[config.mk]
export PLATFORM = sky130hd
export DESIGN_NAME = regfile_ec
export DESIGN_NICKNAME = d
export VERILOG_FILES = /design/src/rtl/regfile_pkg.sv /design/src/rtl/reg_word_ec.sv /design/src/rtl/regfile_ec.sv
export SDC_FILE = /design/constraint.sdc
export NUM_CORES = 1
export LEC_CHECK = 0
export ABC_AREA = 1
export ABC_CLOCK_PERIOD_IN_PS = 1950
export BUFFER_PORTS_ARGS = -buffer_cell sky130_fd_sc_hd__clkbuf_2
export CAP_MARGIN = 20
export CORE_ASPECT_RATIO = 0.75
export CORE_MARGIN = 1.5
export CORE_UTILIZATION = 35
export CTS_CLUSTER_DIAMETER = 60
export DETAILED_ROUTE_END_ITERATION = 16
export HOLD_SLACK_MARGIN = 0.12
export PLACE_DENSITY = 0.55
export SYNTH_ARGS = -nofsm -noshare
export SYNTH_HDL_FRONTEND = slang
export SYNTH_SLANG_ARGS = --single-unit
export TNS_END_PERCENT = 5
[constraint.sdc]
create_clock -name Clk -period 1.95 [get_ports Clk]
set_input_delay 0.0975 -clock Clk [delete_from_list [all_inputs] [get_ports Clk]]
set_output_delay 0.0975 -clock Clk [all_outputs]
set_load 0.01 [all_outputs]
[src/rtl/regfile_pkg.sv]
// Package: regfile_pkg
// Purpose: shared defaults and elaboration helpers for the enable/clear
//   register file (regfile_ec) and its word register (reg_word_ec).
// Contents:
//   DEF_WIDTH, DEF_DEPTH, DEF_AW  default geometry
//   DEF_RESET_VAL                 default async-reset value of every word
//   clog2_ceil()                  minimum address bits for n words
package regfile_pkg;

  localparam int          DEF_WIDTH     = 32;
  localparam int          DEF_DEPTH     = 8;
  localparam int          DEF_AW        = 3;
  localparam logic [31:0] DEF_RESET_VAL = 32'h0000_0000;

  // Number of address bits needed to reach n distinct words.
  function automatic int clog2_ceil(input int n);
    int r;
    r = 0;
    while ((1 << r) < n) r++;
    return r;
  endfunction

endpackage

[src/rtl/reg_word_ec.sv]
// Module: reg_word_ec
// Purpose: WIDTH-bit register with enable and synchronous clear.
//   Priority: async reset (Clrn=0) > sync clear (Sclrn=0) > load (En=1) > hold.
// Ports:
//   Clk    in   1      rising-edge clock
//   Clrn   in   1      asynchronous active-low reset, loads RESET_VAL
//   En     in   1      load enable
//   Sclrn  in   1      synchronous active-low clear, loads 0
//   D      in   WIDTH  load data
//   Q      out  WIDTH  stored value
module reg_word_ec
  import regfile_pkg::*;
#(
  parameter int               WIDTH     = DEF_WIDTH,
  parameter logic [WIDTH-1:0] RESET_VAL = '0
) (
  input  logic             Clk,
  input  logic             Clrn,
  input  logic             En,
  input  logic             Sclrn,
  input  logic [WIDTH-1:0] D,
  output logic [WIDTH-1:0] Q
);

  always_ff @(posedge Clk or negedge Clrn) begin
    if (!Clrn) begin
      Q <= RESET_VAL;
    end else if (!Sclrn) begin
      Q <= '0;
    end else if (En) begin
      Q <= D;
    end
  end

endmodule

[src/rtl/regfile_ec.sv]
// Module: regfile_ec
// Purpose: parametrised register file, 1 write port and 2 combinational read
//   ports, built from DEPTH reg_word_ec words. Sclrn=0 clears every word on
//   the clock edge and overrides any write. Out-of-range addresses
//   (>= DEPTH) ignore writes and read 0. With ZERO_REG=1 word 0 is a
//   constant 0 and writes to it are dropped.
// Optional feature: macro REGFILE_BYPASS_EN forwards Wdata to a read port in
//   the same cycle when the write would actually land (We=1, Sclrn=1,
//   in-range, not the zero register) and the addresses match.
// Ports:
//   Clk     in   1      rising-edge clock
//   Clrn    in   1      asynchronous active-low reset (words -> RESET_VAL)
//   Sclrn   in   1      synchronous active-low clear of all words
//   We      in   1      write enable
//   Waddr   in   AW     write address
//   Wdata   in   WIDTH  write data
//   Raddr1  in   AW     read address, port 1
//   Raddr2  in   AW     read address, port 2
//   Rdata1  out  WIDTH  read data, port 1
//   Rdata2  out  WIDTH  read data, port 2
module regfile_ec
  import regfile_pkg::*;
#(
  parameter int               WIDTH     = DEF_WIDTH,
  parameter int               DEPTH     = DEF_DEPTH,
  parameter int               AW        = DEF_AW,
  parameter bit               ZERO_REG  = 1'b1,
  parameter logic [WIDTH-1:0] RESET_VAL = WIDTH'(DEF_RESET_VAL)
) (
  input  logic             Clk,
  input  logic             Clrn,
  input  logic             Sclrn,
  input  logic             We,
  input  logic [AW-1:0]    Waddr,
  input  logic [WIDTH-1:0] Wdata,
  input  logic [AW-1:0]    Raddr1,
  input  logic [AW-1:0]    Raddr2,
  output logic [WIDTH-1:0] Rdata1,
  output logic [WIDTH-1:0] Rdata2
);

  if (DEPTH < 2 || DEPTH > 256 || AW < clog2_ceil(DEPTH)) begin : g_bad_cfg
    $error("regfile_ec: DEPTH must be 2..256 and 2**AW >= DEPTH");
  end

  logic [WIDTH-1:0] words [DEPTH];

  // An out-of-range Waddr matches no word, so such writes fall away here.
  for (genvar i = 0; i < DEPTH; i++) begin : g_word
    if (ZERO_REG && i == 0) begin : g_zero
      assign words[i] = '0;
    end else begin : g_reg
      logic en;
      assign en = We && (Waddr == AW'(i));
      reg_word_ec #(
        .WIDTH    (WIDTH),
        .RESET_VAL(RESET_VAL)
      ) u_word (
        .Clk  (Clk),
        .Clrn (Clrn),
        .En   (en),
        .Sclrn(Sclrn),
        .D    (Wdata),
        .Q    (words[i])
      );
    end
  end

  // Read muxes default to 0, which covers out-of-range addresses.
  logic [WIDTH-1:0] stored1, stored2;

  always_comb begin
    stored1 = '0;
    stored2 = '0;
    for (int i = 0; i < DEPTH; i++) begin
      if (Raddr1 == AW'(i)) stored1 = words[i];
      if (Raddr2 == AW'(i)) stored2 = words[i];
    end
  end

`ifdef REGFILE_BYPASS_EN
  // Forward only writes that will really commit; a pending clear keeps
  // showing the pre-clear contents.
  logic wr_ok;
  assign wr_ok = We && Sclrn && (32'(Waddr) < DEPTH) &&
                 (!ZERO_REG || (Waddr != '0));

  assign Rdata1 = (wr_ok && (Waddr == Raddr1)) ? Wdata : stored1;
  assign Rdata2 = (wr_ok && (Waddr == Raddr2)) ? Wdata : stored2;
`else
  assign Rdata1 = stored1;
  assign Rdata2 = stored2;
`endif

endmodule

---- Word level (Yosys, flattened, before mapping) ----
Cells that the tools add are included.
storage, ports and cells
  register bits ........................... 224
  logic and storage cells ................. 70
cells by class
  muxes and demuxes ....................... 28
  reductions and logical operators ........ 7
  equal/unequal tests ..................... 28
operators with widths
  operator              count
  $mux W32              28
  $eq A3 B3 Y1 const B  12
  $eq A3 B2 Y1 const B  6
  $ne A2 B1 Y1 const B  7
  $eq A3 B1 Y1 const B  3
  $logic_and A1 B1 Y1   7

---- Logic depth before layout (Yosys ltp) ----
Gate-level depths: netlist of the first run.
  depth in word-level cells ............... 8
  depth in mapped cells ................... 8
  gate-level depth less buffers ........... 7

---- Modules after synthesis ----
From an unflattened synthesis of the first run, not the netlist that was laid out.
second synthesis, totals
  cell total of the unflattened synthesis .. 1914
  area, all modules ....................... 14551.5 sq um
modules (own cells, without submodules)
  module       cells each  sequential area each (sq um)  area an instance (sq um)  times used
  reg_word_ec  143         800.8                         1473.9                    7
  regfile_ec   913         0.0                           4234.1                    1

---- Worst setup path after synthesis of the first run ----
No wires, ideal clock.
  path kind ............................... input -> output
  from .................................... input port Raddr1[1]
  to ...................................... output port Rdata1[18]
  data required time ...................... 1.852 ns
  arrival time ............................ 1.046 ns
  buffers on the path ..................... 2
  path slack .............................. 0.806 ns
  stages .................................. 7
  cell sequence ........................... buf_2 > clkinv_1 > clkbuf_1 > nand4_1 > nand2_1 > o21ai_0 > nand3_1
between the ends
  longest elaborated chain between the ends .. 8
  elaborated cells on any way between the ends .. 14
  those cells by class .................... eq/ne: 7; mux: 7
ends and longest elaborated chain
  what                   line              source
  start, declared        regfile_ec.sv:36  input logic [AW-1:0] Raddr1,
  $eq A3 B1 Y1           regfile_ec.sv:76  if (Raddr1 == AW'(i)) stored1 = words[i];
  $mux W32 (6 in a row)  regfile_ec.sv:76
  $mux W32 *             regfile_ec.sv:76
  end, declared          regfile_ec.sv:38  output logic [WIDTH-1:0] Rdata1,
Every way passes the cells marked *; elsewhere a longest branch is shown, timed or not.

---- Final worst setup path of the first run ----
  from .................................... register g_word[1].g_reg.u_word.Q[2]
  to ...................................... output port Rdata1[2]
between the ends
  longest elaborated chain between the ends .. 7
ends and longest elaborated chain
  what                    line               source
  start, declared         reg_word_ec.sv:22  output logic [WIDTH-1:0] Q
  start signal, assigned  reg_word_ec.sv:27  Q <= RESET_VAL;
  start signal, assigned  reg_word_ec.sv:29  Q <= '0;
  start signal, assigned  reg_word_ec.sv:31  Q <= D;
  $mux W32 (7 in a row)   regfile_ec.sv:76
Every way passes these cells.

==> results of run 1 <==
## logic make-up (layout without fill, tap and decap cells)
group,after synthesis,in the layout,synth area share (%)
and+or+nand+nor,912,912,32.9
AOI/OAI and AO/OA,295,295,12.3
DFF,224,224,44.9
buffers and inverters,310,424,9.91
other,0,1,0
## cell type report
type | count | area [um2] | share of cell area, %
Clock inverter | 12 | 78.8 | 0.528
Antenna cell | 1 | 2.50 | 0.0168
Multi-Input combinational cell | 1207 | 5680 | 38.0
Clock buffer | 33 | 728 | 4.88
Sequential cell | 224 | 5610 | 37.5
Timing Repair Buffer | 208 | 1620 | 10.9
Tap cell | 457 | 572 | 3.83
Inverter | 171 | 642 | 4.30
## synth_stat cells (all sizes together)
| master | instances |
|---|---|
| o31ai | 1 |
| nand3 | 131 |
| a31oi | 2 |
| buf | 70 |
| clkinv | 1 |
| nor2 | 101 |
| dfrtp | 224 |
| inv | 170 |
| nand2 | 484 |
| nand4 | 190 |
| o21ai | 292 |
| nor3 | 6 |
| clkbuf | 69 |
## power groups by stage
stage	combinational [uW]	clock, uW	sequential (uW)
floorplan	1040	0	5200
global placement	1810	0	5250
detailed placement	1830	0	5250
CTS	1900	4800	5170
global route	2100	5010	5220
finish	1880	4720	5180
## per-stage QoR
step	worst slack [ns]	util [%]	total power (uW)
after detailed placement	0.340	39.4	7080
after global placement	0.357	39.4	7060
final	0.111	42.8	11800
after CTS	0.123	42.7	11900
after floorplan	0.806	-	6240
after global routing	0.0324	42.8	12300
## critical path, delay by kind of cell (launching register included)
family          cells  cell delay (ns)
compound gates      1             0.25
buf+inv             1             0.16
flops               1             0.41
simple gates        3             0.37
## path summary, 6_finish.rpt
check / slack, ns / to / from / cells after the start
setup / recovery: 0.11 / Rdata1[2] / g_word[1].g_reg.u_word.Q[2] / 5
hold / removal: 0.11 / g_word[3].g_reg.u_word.Q[0] / Clrn / 2
setup reg to reg: 0.69 / g_word[3].g_reg.u_word.Q[5] / g_word[3].g_reg.u_word.Q[5] / 3
hold reg to reg: 0.50 / g_word[3].g_reg.u_word.Q[30] / g_word[3].g_reg.u_word.Q[30] / 2
max in group asynchronous: 1.13 / g_word[2].g_reg.u_word.Q[3] / Clrn / 3
min in group Clk: 0.15 / g_word[6].g_reg.u_word.Q[29] / We / 4
## per-layer routing
metal,GRT usage [%],share of wire (%)
met3,4.53,6.1
met2,35.6,44
met1,33.2,48
met5,0.903,0.11
met4,5.64,2.3
## repair_timing
action                     CTS  global route
setup buffers                0             0
hold endpoints to repair   446             0
setup endpoints to repair    0             0
hold buffers                37             0
==> summary.md, run 1 <==
| Metric | Value |
|---|---|
| Seq pwr share | 44.0% |
| Initial DRT Pass Iterations | 13 |
| First-pass GRT wire length | 67.6 mm |
| Max Cap Viol | 0 |
| Commonest non-fill, non-tap cell in the layout | nand2_1 |
| Switching power | 3570 uW |
| Total Routing Usage GR | 23.1% |
| Initial antenna violation count | 1 |
| Starting Density | 35.7% |
| Startpoint Class | flop |
| Chip width | 221 um |
| Clk pin slew, worst setup/hold paths | 0.06 ns |
| Routability cong. | 0.833 |
| Routed len/inst | 18.5 um |
| Synth Warn # | 0 |
| CTS sink count | 224 |
| WP data arrival | 1.74 ns |
| Largest net degree at the start of global routing | 65 |
| Most frequent cells in the layout | 483 x nand2_1, 263 x o21ai_0, 224 x dfrtp_1, 190 x nand4_1, 163 x inv_1 |
| Avg Cell Area, Syn | 7.17 um2 |
| Site Rows | 59 |
| CTS tree | built |
| Vias in the first global route | 11700 |
| Final instance area | 0.0149 mm2 |
| Largest registers | g_word.g_reg.u_word.Q (224) |
| Switch share | 30.3% |
| Die area | 0.0368 mm2 |
| RSZ-0062 raised after global routing | no |
| Yosys top cell by area | dfrtp_1 |
| Slowest cell on the critical path | dfrtp_1 |
| # fillers | 3549 |
| Skew final | 0 ns |
| DRT iter0 DRCs | 1058 |
| Power share of the clock group | 40.1% |
| Layout cell share with drive strength beyond 1 | 12.6% |
| IO Pins | 109 |
| Die Y | 167 um |
| Sequential fraction of the synthesis area | 44.9% |
| Antenna viol nets, final | 0 |
| Worst slew pin tran | 0.677 ns |
| Combinational power share | 16.0% |
| P_leak | 0.00708 uW |
| Port Buf Inserts | 108 |
| Hold Slack | 0.112 ns |
| Synth Register Bits | 224 |
| H-tree Lvls | 1 |
| Setup TNS | 0 ns |
| CTS Buf Count | 27 |
| Crit path required time | 1.85 ns |
| Max-slew violations | 0 |
| Mapped Area | 0.0125 mm2 |
| DP HPWL | 27.5 mm |
| DRC | 3 |
| Core box area | 0.0349 mm2 |
| Slowest stage delay, CP | 0.41 ns |
| Top reg by flops | g_word.g_reg.u_word.Q |
| Max clock buf depth | 3 |
| Yosys top cell area share | 44.9% |
| Failing checks | design-rule violations |
| Crit share post-route | 94.3% |
| Via density | 5.29 |
| Critical Path, Cell by Cell | nand4_1 -> nand2_1 -> o21ai_0 -> nand3_1 -> clkbuf_2 |
| Setup crit end kind | output port |
| FMAX | 0.544 GHz |
| Later-pin clock latency in the skew report | 0.54 ns |
| Status | complete, but fails checks |
| Synth top area cells | dfrtp_1 45%, nand2_1 15%, o21ai_0 11% |
| Post_cts resized | 0 |
| Relative slew slack | 54.9% |
| Nets | 1884 |
| Int Power | 8200 uW |
| Total Wirelength | 42.7 mm |
| Hold Path Class | input pin to asynchronous set/reset pin |
| Largest register FFs | 224 |
| Crit path time final | 1.84 ns |
| Yosys cell types | 22 |
| Synth-to-Final Area Change | 19.6% |
| VDD IR max | 382 uV |
| Final setup violation count | 0 |
| Gate Count Post-Synth | 1741 |
| Syn nets | 1786 |
| Pwr/cell area | 789 mW/mm2 |
| Worst-path maximum fanout | 3 |
| CP Class | flop to output port |
| Instance area at placement | 0.0137 mm2 |
| Cell Count, Final, Fillers Out | 2313 |
| Placed instance count | 2230 |
| Routed via count | 12200 |
| Final Hold Viols | 0 |
| Remaining global-route overflow | 0 |
| Clk root buf | clkbuf_16 |
No activity file was read; power rests on OpenSTA's default activity.
==> run 2, diff against run 1 <==
--- a/config.mk
+++ b/config.mk
@@ -6,7 +6,7 @@
 export NUM_CORES = 1
 export LEC_CHECK = 0
 export ABC_AREA = 1
-export ABC_CLOCK_PERIOD_IN_PS = 1950
+export ABC_CLOCK_PERIOD_IN_PS = 1600
 export BUFFER_PORTS_ARGS = -buffer_cell sky130_fd_sc_hd__clkbuf_2
 export CAP_MARGIN = 20
 export CORE_ASPECT_RATIO = 0.75
@@ -15,7 +15,7 @@
 export CTS_CLUSTER_DIAMETER = 60
 export DETAILED_ROUTE_END_ITERATION = 16
 export HOLD_SLACK_MARGIN = 0.12
-export PLACE_DENSITY = 0.55
+export PLACE_DENSITY = 0.56
 export SYNTH_ARGS = -nofsm -noshare
 export SYNTH_HDL_FRONTEND = slang
 export SYNTH_SLANG_ARGS = --single-unit
==> constraint.sdc (replaced) <==
create_clock -name Clk -period 1.6 [get_ports Clk]
set_input_delay 0.08 -clock Clk [delete_from_list [all_inputs] [get_ports Clk]]
set_output_delay 0.08 -clock Clk [all_outputs]
set_load 0.01 [all_outputs]
==> run 2 against run 1 <==
The run ends with design-rule violations, negative setup slack left. Sequential power grew 22%. Sequential cell count is the same. Count of clock-buffer cells in the layout grew 3. Total power grew 30%. Cell area grew 4.2%. Via count grew 2.3%. Critical path depth is the same. Final cell count grew 1.2%. Global-route usage grew 0.20 points. Register-to-register slack lost 0.34 ns. Critical endpoint is now Rdata1[14].
==> summary.md, run 2 (synthesis results as in run 1) <==
| Metric | Value |
|---|---|
| Status | complete, but fails checks |
| Failing checks | design-rule violations, negative setup slack |
| Nets | 1907 |
| Most frequent cells in the layout | 479 x nand2_1, 230 x o21ai_0, 224 x dfrtp_1, 190 x nand4_1, 157 x inv_1 |
| Site Rows | 59 |
| CP endpoint | Rdata1[14] |
| # fillers | 3553 |
| Overall power | 15300 uW |
| CTS tree | built |
| Power share of the clock group | 42.8% |
| Top reg by flops | g_word.g_reg.u_word.Q |
| Setup crit end kind | output port |
| Int Power | 10900 uW |
| Slowest stage delay, CP | 0.40 ns |
| Remaining global-route overflow | 0 |
| Die area | 0.0368 mm2 |
| Layout Utilization | 44.6% |
| Synth-to-Final Area Change | 24.7% |
| Core box area | 0.0349 mm2 |
| Worst-path maximum fanout | 3 |
| Final instance area | 0.0156 mm2 |
| CTS sink count | 224 |
| DRT iter0 DRCs | 1049 |
| Pwr/cell area | 985 mW/mm2 |
| DP HPWL | 27.9 mm |
| Port Buf Inserts | 108 |
| Crit share post-route | 104% |
| Routability cong. | 0.853 |
| Buf/Inv on CP | 1 |
| Hold depth | 4 |
| Total Wirelength | 42.6 mm |
| Largest delay contributor family on the critical path | flip-flops |
| Commonest non-fill, non-tap cell in the layout | nand2_1 |
| FMAX | 0.600 GHz |
| CP Class | flop to output port |
| Initial DRT Pass Iterations | 13 |
| IO Pins | 109 |
| WP data arrival | 1.59 ns |
| Worst flop-to-flop path startpoint | g_word[3].g_reg.u_word.Q[5] |
| Die Y | 167 um |
| Final Hold Viols | 0 |
| Crit. path cell count | 5 |
| Layout cell share with drive strength beyond 1 | 16.4% |
| Vias in the first global route | 12100 |
| Largest net degree at the start of global routing | 65 |
| Switching power | 4450 uW |
| Startpoint Class | flop |
| Max clock buf depth | 3 |
| Chip width | 221 um |
| Switch share | 29.0% |
| Largest register FFs | 224 |
| Final setup violation count | 28 |
| CTS Buf Count | 27 |
| Total Routing Usage GR | 23.3% |
| Slowest cell on the critical path | dfrtp_1 |
| Initial antenna violation count | 1 |
| Dpl ws | 0.0823 ns |
| Max-slew violations | 0 |
| Relative slew slack | 68.3% |
| Combinational power share | 16.0% |
| Instance area at placement | 0.0140 mm2 |
| First-pass GRT wire length | 68.6 mm |
| RR Endpoint | g_word[3].g_reg.u_word.Q[5] |
| Clk pin slew, worst setup/hold paths | 0.06 ns |
| Routed via count | 12500 |
| Later-pin clock latency in the skew report | 0.54 ns |
| Hold Path Class | input pin to flop |
| Worst slew pin tran | 0.475 ns |
| DRC | 1 |
| VDD IR max | 745 uV |
| Antenna viol nets, final | 0 |
| RSZ-0062 raised after global routing | yes |
| Multi-input logic area | 0.00586 mm2 |
| Final worst slack | -0.0662 ns |
| Crit path launch | g_word[2].g_reg.u_word.Q[14] |
| Largest registers | g_word.g_reg.u_word.Q (224) |
| Via density | 5.35 |
| R2R depth | 3 |
| Crit path required time | 1.52 ns |
| H-tree Lvls | 1 |
| Max Cap Viol | 0 |
| Skew final | 0 ns |
| Routed len/inst | 18.2 um |
| Reg-to-reg slack, setup | 0.35 ns |
| Register area | 0.00561 mm2 |
| Clk root buf | clkbuf_16 |
| Starting Density | 35.7% |
| Seq pwr share | 41.2% |
| P_leak | 0.00739 uW |
| Critical Path, Cell by Cell | nand4_1 -> nand2_1 -> o21ai_2 -> nand3_1 -> clkbuf_2 |
| Crit path time final | 1.67 ns |
run 2: cell types whose count changed in the layout (fill, tap and decap cells not counted), sizes merged:
cell,before,now
dlygate4sd3,37,39
buf,65,89
clkinv,8,6
bufinv,0,4
inv,172,171
run 2: how the worst min path moves through the flow:
stage	from	end	slack, ns
6_report	We	g_word[6].g_reg.u_word.Q[29]	0.14
5_1_grt	We	g_word[6].g_reg.u_word.Q[30]	0.18
4_1_cts	We	g_word[6].g_reg.u_word.Q[26]	0.13
3_5_place_dp	Clrn	g_word[6].g_reg.u_word.Q[24]	0.05
3_3_place_gp	Clrn	g_word[6].g_reg.u_word.Q[22]	0.05
2_1_floorplan	Clrn	g_word[1].g_reg.u_word.Q[0]	-0.22
run 2: routing by layer:
metal	global-route usage, %	up-vias	part of all wire, %
met2	35.6	392	43
met4	5.55	0	2.3
met5	1.16	-	0
met1	34.2	6034	48
met3	3.81	60	6.3
li1	-	6038	-
run 2: power groups by stage:
stage / combinational, uW / sequential [uW] / clock, uW
finish: 2450 / 6310 / 6560
global route: 2730 / 6360 / 6890
CTS: 2440 / 6300 / 6670
detailed placement: 2300 / 6400 / 0
global placement: 2270 / 6400 / 0
floorplan: 1270 / 6330 / 0
run 2: what timing repair did:
item / 4_1_cts / 5_1_grt
gates cloned: 0 / 0
gates resized for setup: 61 / 27
pin swaps: 34 / 23
setup endpoints to repair: 58 / 64
hold endpoints to repair: 443 / 0
setup buffers: 3 / 2
hold buffers: 39 / 0
run 2: layout make-up:
| cell class | count | share of cell area (%) |
|---|---|---|
| clock inverter | 13 | 1.21 |
| tap | 457 | 3.68 |
| multi-input combinational | 1207 | 37.6 |
| clock buffer | 36 | 4.88 |
| inverter | 171 | 4.13 |
| timing repair buffer | 231 | 12.4 |
| sequential | 224 | 36.0 |
| antenna | 1 | 0.0161 |
run 2: per-stage QoR:
stage / hold WS [ns] / TNS, ns / instances
after floorplan: -0.216 / 0 / 1741
after global placement: 0.0519 / 0 / 2246
after detailed placement: 0.0452 / 0 / 2246
after CTS: 0.133 / -1.52 / 2337
after global routing: 0.180 / -5.21 / 2340
final: 0.137 / -0.789 / 2340
run 2: worst register-to-register path, delay by kind of cell (launching register included):
kind | cells | cell delay (ns)
AOI/OAI and AO/OA | 1 | 0.08
and+or+nand+nor | 1 | 0.08
DFF | 1 | 0.41
buffers and inverters | 1 | 0.57
==> run 3, diff against run 2 <==
--- a/config.mk
+++ b/config.mk
@@ -10,7 +10,6 @@
 export BUFFER_PORTS_ARGS = -buffer_cell sky130_fd_sc_hd__clkbuf_2
 export CAP_MARGIN = 20
 export CORE_ASPECT_RATIO = 0.75
-export CORE_MARGIN = 1.5
 export CORE_UTILIZATION = 35
 export CTS_CLUSTER_DIAMETER = 60
 export DETAILED_ROUTE_END_ITERATION = 16
@@ -18,5 +17,6 @@
 export PLACE_DENSITY = 0.56
 export SYNTH_ARGS = -nofsm -noshare
 export SYNTH_HDL_FRONTEND = slang
+export SYNTH_HIERARCHICAL = 1
 export SYNTH_SLANG_ARGS = --single-unit
 export TNS_END_PERCENT = 5
==> run 3 against run 2 <==
The flow finishes with violations (negative setup slack). First-iteration DRC count grew 56%. Maximum frequency shrank 6.1%. Sequential power shrank 6.8%. Die area grew 15%. Sequential share of layout area shrank 3.2 points.
==> summary.md, run 3 <==
| Metric | Value |
|---|---|
| IO Pins | 109 |
| Yosys top cell area share | 38.5% |
| Chip width | 237 um |
| Register area | 0.00561 mm2 |
| HP Start | Waddr[1] |
| Crit path time final | 1.77 ns |
| CP Class | flop to output port |
| Via density | 5.48 |
| Total Wirelength | 53.7 mm |
| Largest registers | g_word.g_reg.u_word/Q (224) |
| Final Hold Viols | 0 |
| Syn nets | 1959 |
| Final worst slack | -0.175 ns |
| Avg Cell Area, Syn | 7.60 um2 |
| Combinational power share | 15.4% |
| Final setup violation count | 47 |
| Relative slew slack | 68.9% |
| DP HPWL | 35.2 mm |
| Most common cell in the netlist | nand2_1 |
| Commonest non-fill, non-tap cell in the layout | nand2_1 |
| Clk pin slew, worst setup/hold paths | 0.06 ns |
| R2R depth | 3 |
| Synth Register Bits | 224 |
| P_leak | 0.00832 uW |
| CTS tree | built |
| Crit share post-route | 111% |
| Sequential fraction of the synthesis area | 38.5% |
| Pwr/cell area | 874 mW/mm2 |
| Antenna viol nets, final | 0 |
| Worst flop-to-flop path startpoint | g_word[7].g_reg.u_word/Q[28] |
| Largest net degree at the start of global routing | 55 |
| Remaining global-route overflow | 0 |
| Max-slew violations | 0 |
| Max clock buf depth | 3 |
| Post-synth top cells | 506 x nand2_1, 448 x nand3_1, 224 x dfrtp_1, 103 x nor2_1, 99 x o21ai_0 |
| Initial antenna violation count | 1 |
| First-pass GRT wire length | 82.2 mm |
| Power share of the clock group | 45.2% |
| Port Buf Inserts | 108 |
| Fraction of registers with async set/reset | 100% |
| Nets | 2073 |
| Gate Count Post-Synth | 1914 |
| Hold Slack | 0.139 ns |
| Layout Utilization | 41.7% |
| Synth Warn # | 6 |
| Site Rows | 64 |
| Vias in the first global route | 13300 |
| Worst slew pin tran | 0.465 ns |
| Startpoint Class | flop |
| Yosys top cell by area | dfrtp_1 |
| Die area | 0.0424 mm2 |
| Switch share | 28.8% |
| WP data arrival | 1.69 ns |
| FMAX | 0.563 GHz |
| Switching power | 4300 uW |
| Layout cell share with drive strength beyond 1 | 21.3% |
| Max Cap Viol | 0 |
| Crit path required time | 1.52 ns |
| Status | complete, but fails checks |
| Die Y | 179 um |
| Clk root buf | clkbuf_16 |
| Initial DRT Pass Iterations | 6 |
| Seq pwr share | 39.4% |
| Hold Path Class | input pin to flop |
| Hold depth | 5 |
| VDD IR max | 822 uV |
| Instance area at placement | 0.0155 mm2 |
| H-tree Lvls | 1 |
| Starting Density | 35.6% |
| # fillers | 4157 |
| Total Routing Usage GR | 25.3% |
| Routed via count | 14300 |
| Largest register FFs | 224 |
| Final instance area | 0.0171 mm2 |
| Post-synth EDFFs | 0 |
| Top reg by flops | g_word.g_reg.u_word/Q |
| CTS sink count | 224 |
| Failing checks | negative setup slack |
| RSZ-0062 raised after global routing | yes |
| Ys flop type | dfrtp_1 |
| Crit path launch | g_word[3].g_reg.u_word/Q[28] |
| Setup TNS | -2.74 ns |
| Setup crit end kind | output port |
| Synth top area cells | dfrtp_1 39%, nand3_1 15%, nand2_1 13% |
| Mapped Area | 0.0146 mm2 |
| Later-pin clock latency in the skew report | 0.56 ns |
| Routability cong. | 0.900 |
| CTS Buf Count | 28 |
| Yosys cell types | 28 |
| Worst-path maximum fanout | 3 |
| Multi-input logic area | 0.00728 mm2 |
| Synth-to-Final Area Change | 17.3% |
| Skew final | 0 ns |
| Routed len/inst | 20.5 um |
| DRC | 0 |
| Core box area | 0.0409 mm2 |
| Dpl ws | 0.0108 ns |
| Most frequent cells in the layout | 504 x nand2_1, 438 x nand3_1, 224 x dfrtp_1, 95 x nand3_2, 92 x nor2_1 |
| Int Power | 10600 uW |
| DRT iter0 DRCs | 1637 |
-- run 3: what timing repair did --
action	4_1_cts	5_1_grt
pin swaps	17	16
hold buffers	38	0
setup buffers	1	2
resized for setup	43	50
endpoints found under the hold margin	448	0
endpoints found under the setup margin	62	64
-- run 3: metal layers --
| layer | global-route usage [%] | routed length [um] | vias to the layer above |
|---|---|---|---|
| li1 | - | - | 6684 |
| met1 | 37.6 | 25000 | 6831 |
| met2 | 36.5 | 22000 | 723 |
| met3 | 5.97 | 5500 | 78 |
| met4 | 5.94 | 1150 | 0 |
| met5 | 0 | 0 | - |
-- run 3: kinds of logic (layout without fill, tap and decap cells) --
group / Yosys count / after routing / synth area share (%)
AO/OA/AOI/OAI: 208 / 208 / 7.79
buffers and inverters: 259 / 395 / 13.0
flip-flops: 224 / 224 / 38.5
AND/OR/NAND/NOR: 1223 / 1223 / 40.7
other: 0 / 1 / 0
-- run 3: worst paths after layout --
path                                           endpoint  slack, ns
setup / recovery                             Rdata2[28]      -0.17
hold / removal             g_word[5].g_reg.u_word/Q[30]       0.14
hold reg to reg            g_word[1].g_reg.u_word/Q[16]       0.50
max in group asynchronous  g_word[4].g_reg.u_word/Q[24]       0.38
min in group asynchronous  g_word[2].g_reg.u_word/Q[30]       0.57
setup reg to reg           g_word[7].g_reg.u_word/Q[28]       0.42
-- run 3: per-stage QoR --
| step | std cells | power [uW] |
|---|---|---|
| after global routing | 2611 | 15500 |
| after detailed placement | 2518 | 8120 |
| after floorplan | 1914 | 7200 |
| after CTS | 2609 | 15000 |
| final | 2612 | 14900 |
| after global placement | 2518 | 8090 |
-- run 3: power by group through the flow --
stage | clock (uW) | sequential, uW | combinational, uW
6_report | 6750 | 5880 | 2290
4_1_cts | 6870 | 5880 | 2250
3_3_place_gp | 0 | 5980 | 2120
5_1_grt | 7100 | 5890 | 2470
2_1_floorplan | 0 | 5950 | 1250
3_5_place_dp | 0 | 5980 | 2140
-- run 3: critical path, stage by stage (launching register included) --
cell	delay, ns
dfrtp_1	0.39
o21ai_0	0.10
a21oi_1	0.21
nor2_1	0.11
o21ai_1	0.16
buf_2	0.16
-- run 3: final cells by class --
type	count	share of cell area, %
multi-input combinational	1431	42.6
antenna	1	0.0147
clock buffer	40	4.90
timing repair buffer	258	12.6
tap	561	4.11
inverter	85	2.07
clock inverter	12	0.843
sequential	224	32.8
